$ cat src/rtl/alu_rol_seq.sv
// Multi-cycle rotate-left sequencer driving a shared 5-bit rotate unit.
// Define ALU_ROL_SEQ_FAST_MOD_EN to reduce the amount modulo 5 in a single cycle.

module alu_rol5 (
   input  logic [4:0] i_data,
   input  logic [2:0] i_amt,
   output logic [4:0] o_data
);

   always_comb begin
      o_data = i_data;
      case (i_amt)
         3'd1:    o_data = {i_data[3:0], i_data[4]};
         3'd2:    o_data = {i_data[2:0], i_data[4:3]};
         3'd3:    o_data = {i_data[1:0], i_data[4:2]};
         3'd4:    o_data = {i_data[0],   i_data[4:1]};
         default: o_data = i_data;
      endcase
   end

endmodule

module alu_rol_seq #(
   parameter int STEP_MAX = 4
) (
   input  logic       clk,
   input  logic       rst_n,
   input  logic       start,
   input  logic [4:0] a_in,
   input  logic [4:0] amt_in,
   output logic       ready,
   output logic       busy,
   output logic       done,
   output logic [4:0] result,
   output logic [2:0] pass_cnt
);

   typedef enum logic [1:0] {IDLE, REDUCE, ROTATE, DONE} state_t;

   localparam logic [4:0] STEP_LIM = 5'(STEP_MAX);

   state_t     r_state;
   state_t     w_nextState;
   logic [4:0] r_data;
   logic [4:0] r_rem;
   logic [4:0] r_result;
   logic [2:0] r_passCnt;
   logic [2:0] w_step;
   logic [4:0] w_rolOut;
   logic [4:0] w_remAfter;
   logic       w_accept;

   // Once reduced, rem is below 5, so the low three bits carry the whole step.
   assign w_step     = (r_rem < STEP_LIM) ? r_rem[2:0] : STEP_LIM[2:0];
   assign w_remAfter = r_rem - {2'b00, w_step};
   assign w_accept   = ready & start;
   assign result     = r_result;
   assign pass_cnt   = r_passCnt;

`ifdef ALU_ROL_SEQ_FAST_MOD_EN
   logic [4:0] w_remMod;
   assign w_remMod = r_rem % 5'd5;
`endif

   alu_rol5 u_rol (
      .i_data (r_data),
      .i_amt  (w_step),
      .o_data (w_rolOut)
   );

   always_ff @(posedge clk) begin
      if (!rst_n) r_state <= IDLE;
      else        r_state <= w_nextState;
   end

   always_comb begin
      w_nextState = r_state;
      ready       = 1'b0;
      busy        = 1'b0;
      done        = 1'b0;
      case (r_state)
         IDLE: begin
            ready = 1'b1;
            if (start) w_nextState = REDUCE;
         end
         REDUCE: begin
            busy = 1'b1;
`ifdef ALU_ROL_SEQ_FAST_MOD_EN
            w_nextState = (w_remMod == 5'd0) ? DONE : ROTATE;
`else
            if (r_rem >= 5'd5)      w_nextState = REDUCE;
            else if (r_rem == 5'd0) w_nextState = DONE;
            else                    w_nextState = ROTATE;
`endif
         end
         ROTATE: begin
            busy = 1'b1;
            if (w_remAfter == 5'd0) w_nextState = DONE;
         end
         DONE: begin
            ready       = 1'b1;
            done        = 1'b1;
            w_nextState = start ? REDUCE : IDLE;
         end
         default: w_nextState = IDLE;
      endcase
   end

   // result is written only on the edge that enters DONE, so it holds between operations.
   always_ff @(posedge clk) begin
      if (!rst_n) begin
         r_data    <= 5'd0;
         r_rem     <= 5'd0;
         r_result  <= 5'd0;
         r_passCnt <= 3'd0;
      end else if (w_accept) begin
         r_data    <= a_in;
         r_rem     <= amt_in;
         r_passCnt <= 3'd0;
      end else if (r_state == REDUCE) begin
`ifdef ALU_ROL_SEQ_FAST_MOD_EN
         r_rem <= w_remMod;
         if (w_remMod == 5'd0) r_result <= r_data;
`else
         if (r_rem >= 5'd5)      r_rem    <= r_rem - 5'd5;
         else if (r_rem == 5'd0) r_result <= r_data;
`endif
      end else if (r_state == ROTATE) begin
         r_data <= w_rolOut;
         r_rem  <= w_remAfter;
         if (r_passCnt != 3'd7)  r_passCnt <= r_passCnt + 3'd1;
         if (w_remAfter == 5'd0) r_result  <= w_rolOut;
      end
   end

endmodule
$ cat config.mk
export PLATFORM = sky130hd
export DESIGN_NAME = alu_rol_seq
export DESIGN_NICKNAME = d
export VERILOG_FILES = /design/src/rtl/alu_rol_seq.sv
export SDC_FILE = /design/constraint.sdc
export NUM_CORES = 1
export LEC_CHECK = 0
export ABC_AREA = 1
export CAP_MARGIN = 10
export CORE_MARGIN = 3
export CORE_UTILIZATION = 55
export CTS_CLUSTER_DIAMETER = 30
export DETAILED_ROUTE_END_ITERATION = 8
export DONT_BUFFER_PORTS = 1
export GPL_TIMING_DRIVEN = 0
export PLACE_DENSITY = 0.7
export SYNTH_ARGS = -nofsm -noshare
export SYNTH_HDL_FRONTEND = slang
export SYNTH_SLANG_ARGS = --single-unit
$ cat constraint.sdc
create_clock -name clk -period 2.3 [get_ports clk]
set_input_delay 0.23 -clock clk [delete_from_list [all_inputs] [get_ports clk]]
set_output_delay 0.23 -clock clk [all_outputs]
set_load 0.05 [all_outputs]
# Word level (Yosys, flattened, before mapping)
# Cells that the tools add are included.
# op_classes
add_sub_neg	3
mul	0
n_div	0
magnitude_cmp	2
eq_ne	14
shift	0
n_mux	23
bitwise	4
n_reduce_logical	15
# ops
op	n
$mux 5	12
$pmux 5 s4	1
$logic_not 5->1	2
$ne 2x2->1 const B	5
$pmux 2 s4	1
$eq 3x2->1 const B	2
$mux 2	3
$reduce_and 2->1	3
$reduce_bool 2->1	3
$reduce_or 2->1	3
$ge 5x3->1 const B	1
$lt 5x3->1 const B	1
$mux 1	5
$reduce_and 5->1	1
$sub 5x3->5	1
$sub 5x3->5 const B	1
$eq 2x2->1 const B	2
$add 3x1->3 const B	1
$eq 3x1->1 const B	1
$eq 3x3->1 const B	1
$mux 3	1
$ne 3x2->1 const B	1
$ne 3x3->1 const B	1
$not 1->1	3
5 further kinds	5
# totals
ff_bits	20
latch_bits	0
ram_bits	0
rom_bits	0
in_bits	13
output_inout_bits	11
word_cells	66
n_memories	0

# Longest topological paths before layout
# logic_depth
ltp_word	7
depth_mapped	15
mapped_depth_nobuf	15

# Modules after synthesis
# A second synthesis with hierarchy kept.
# hier_totals
hier_cells	263
area_unflattened_um2	1684.1
# modules_own_cells
module	instances	cells_per_inst	area_per_inst_um2	seq_area_each_um2
alu_rol_seq	1	207	1391.3	400.4
alu_rol5	1	56	292.8	0.0

# Worst setup path after synthesis
# Ideal clock, no wire load.
# synth_path
path_type	reg-to-reg
from	register r_state[0]
to	register r_rem[2]
setup_ps	116
arrival_time_ps	1998
path_slack_ps	186
stages_incl_launch_ff	10
n_path_buf	1
period_less_slack_ps	2114
cell_sequence	dfxtp_1 inv_1 ha_1 nor2_1 inv_1 nand2_1 or2_0 buf_6 o211ai_1 inv_1
# synth_between
elab_chain_len	6
elab_cells_between_ends	12
cone_classes	eq/ne: 4; mux: 3; bitwise: 1; reduce/logical: 4
# synth_rtl
item	line	source
start: declaration	42	state_t r_state;
start signal: assignment	73	else r_state <= w_nextState;
$eq 2x2->1 or $logic_not 2->1 (tied branches)	81	case (r_state)
$reduce_or 2->1 (no source line)	--	
$mux 1	81	
$and 1x1->1	56	assign w_accept = ready & start;
$ne 3x2->1 (no source line) or $reduce_bool 3->1 (tied branches)	--	
$reduce_and 2->1 (no source line)	--	
end signal: assignment	118	r_rem <= amt_in;
end signal: assignment	125	if (r_rem >= 5'd5) r_rem <= r_rem - 5'd5;
end signal: assignment	130	r_rem <= w_remAfter;
end: declaration	45	logic [4:0] r_rem;
# Several ways; a longest one is shown, not always the timed one.
# A chain may end at the register's enable or synchronous reset.

# Final worst setup path
# Ends and elaborated chain as after synthesis.

==> qor.yml <==
power_and_ir_drop:
  pwr-share-seq: 0.271
  finalPower_uw: 2730
  switchingPower_uw: 1530
  p_clk_frac: 0.110
  switching_share: 0.560
  p_int_uw: 1200
  combPwrFrac: 0.619
  power.leakage_uw: 0.000811
  p_per_area_nw_per_um2: 1620
  irDropWorstVdd_uv: 1140
worst_setup_path:
  cp-end-kind: "register"
  start_kind: "register"
  worstPathArrival_ns: 2.41
  critPathKind: "reg2reg"
  cp_max_fo: 10
  required_ns: 2.52
die:
  die_w_microns: 59.6
  dieArea_sq_um: 3550
  core_area_sq_um: 2590
  initial_core_util: 0.609
  io_pins: 24
  rows: 18
  die_h_microns: 59.6
routing:
  dr_total_vias: 1573
  ant_nets: 0
  wl_mm: 3.71
  first_pass_iters: 4
  drt_iter0_markers: 69
  post_drt_wl_per_cell_microns: 12.7
  route.detailed.drc: 0
  via_per_inst: 5.41
run:
  max_cap_viol_count: 0
synth:
  synth.net_count: 281
  syn_inst: 257
  syn_area_sq_um: 1580
  syn_avg_cell_area_sq_um: 6.14
  yosysUniqueCellTypes: 28
  ys_warn_count: 0
  synth_seq_cells: 20
  yosysSeqAreaShare: 0.254
global_route:
  grt_pass1_vias: 1379
  antenna_found_initial: 0
  grtUsageTotal: 0.224
  grt_max_degree: 13
  gr-total-overflow: 0
  grt_pass1_wl_mm: 6.15
cells_and_area:
  final_core_utilization: 0.649
  drive_gt1_frac: 0.0843
  finalNetCount: 286
  antenna_cells: 0
  fill_cells: 274
  fin_cells: 291
  synthToLayoutAreaGrowth_pct: 6.50
clock_tree:
  cts_buffer_depth: 2
  hold_buffers: 0
  clk_pin_slew_ns: 0.13
  clock_sinks: 20
  worstSkewPairLatency_ns: 0.31
  cts_tree: "done"
  cts_setup_buffers: 0
  root_buffer: "clkbuf_4"
  cts_htree_levels: 1
  cts_made_buffers: 3
timing:
  min_period_ns: 2.19
  hold_violations: 0
  worst_pin_slew_ns: 0.576
  fin_worst_skew_ns: 0.00756
  min_period_over_period: 0.950
  fmax_mhz: 457
  setup_viol: 0
  finalSetupTns_ns: 0
  relSlewSlack: 0.616
  slew_violations: 0
  rsz0062_at_grt: "false"
placement:
  dp_hpwl_mm: 2.78
  globalplace.congestion: 0.906
  port_buffers: 0
  dp.cells: 287
min_path:
  hp-class: "in2reg"
run_status:
  status: "completed"
[placed cells by master, fill, tap and decap left out, drive strengths merged]
cell type	instances
nand2	78
nor2	41
inv	30
dfxtp	20
o21ai	18
a21oi	17
nand3	14
ha	11
a31oi	6
clkbuf	6
o211ai	5
buf	3
nor3	2
nand3b	2
xor2	2
or2	2
nand4	1
o21a	1
conb	1
bufinv	1
[final cells by class]
cell class                 instances  area, sq um  area share
sequential                        20          400       0.238
tap                               30         37.5      0.0223
clock inverter                     1         30.0      0.0179
inverter                          30          113      0.0670
clock buffer                       3         22.5      0.0134
buffer                             6         41.3      0.0246
multi-input combinational        201         1040       0.617
[through the flow]
stage                     hold slack, ns  instance area [sq um]  setup slack (ns)
after floorplan                    0.368                   1580             0.186
after global placement             0.378                   1620           -0.0912
after detailed placement           0.376                   1620            -0.117
after CTS                         0.0286                   1670           0.00808
after global routing              0.0203                   1680            0.0252
final                             0.0355                   1680             0.114
[layer usage]
metal	global-route usage	vias up	wire, microns
li1	-	830	-
met1	0.307	710	1730
met2	0.367	31	1830
met3	0.0305	2	127
met4	0.0570	0	16
met5	0	-	0
[synth_stat cells, drive strengths merged]
library cell,count,area share
inv,30,0.071
nor3,2,0.0063
buf,3,0.019
o21a,1,0.0048
nand2,78,0.20
a21oi,17,0.054
o21ai,18,0.059
clkbuf,3,0.0071
nand3,14,0.051
dfxtp,20,0.25
or2,2,0.0079
a31oi,6,0.024
conb,1,0.0024
xor2,2,0.011
nand4,1,0.0040
ha,11,0.087
o211ai,5,0.024
nor2,41,0.11
nand3b,2,0.0095
[cell families after synthesis]
kind of cell	after synthesis	synth area share
AND/OR/NAND/NOR	140	0.382
AO/OA/AOI/OAI	47	0.166
buffers and inverters	36	0.0975
flip-flops	20	0.254
adder cells (fa/ha/maj)	11	0.0872
XOR/XNOR	2	0.0111
other	1	0.00238
[registers in the layout, indices dropped and copies added, names as in the netlist, named ones only]
signal and cells:
pass_cnt 3, r_data 5, r_rem 5, r_state 1
result 5
[path summary, 6_finish.rpt]
path | from | endpoint | slack, ns | cells past startpoint
worst max-delay path | r_state[0]$_SDFFE_PN0P_ | r_rem[2]$_SDFFE_PN0P_ | 0.11 | 9
worst min-delay path | rst_n | r_rem[0]$_SDFFE_PN0P_ | 0.04 | 2
worst max register to register | r_state[0]$_SDFFE_PN0P_ | r_rem[2]$_SDFFE_PN0P_ | 0.11 | 9
worst min register to register | r_data[0]$_SDFFE_PN0P_ | result[0]$_SDFFE_PN0P_ | 0.57 | 4
[power groups by stage]
| stage | Combinational [uW] | Clock (uW) | Sequential (uW) |
|---|---|---|---|
| 6_report | 1690 | 300 | 740 |
| 5_1_grt | 1920 | 321 | 758 |
| 4_1_cts | 1650 | 307 | 740 |
| 3_5_place_dp | 1640 | 0 | 750 |
| 3_3_place_gp | 1630 | 0 | 749 |
| 2_1_floorplan | 1360 | 0 | 723 |
[what timing repair did]
| item | in CTS | in global routing |
|---|---|---|
| gates resized for setup | 1 | 1 |
| setup endpoints to repair | 5 | 5 |
| cloned | 0 | 0 |
[critical path, cell delays in order (launching register included)]
cell	delay, ns
dfxtp_1	0.43
inv_1	0.15
ha_4	0.40
nor2_1	0.10
inv_1	0.19
nand2_1	0.19
or2_0	0.27
buf_6	0.15
o211ai_1	0.16
inv_1	0.06
(Power assumes the default switching activity.)
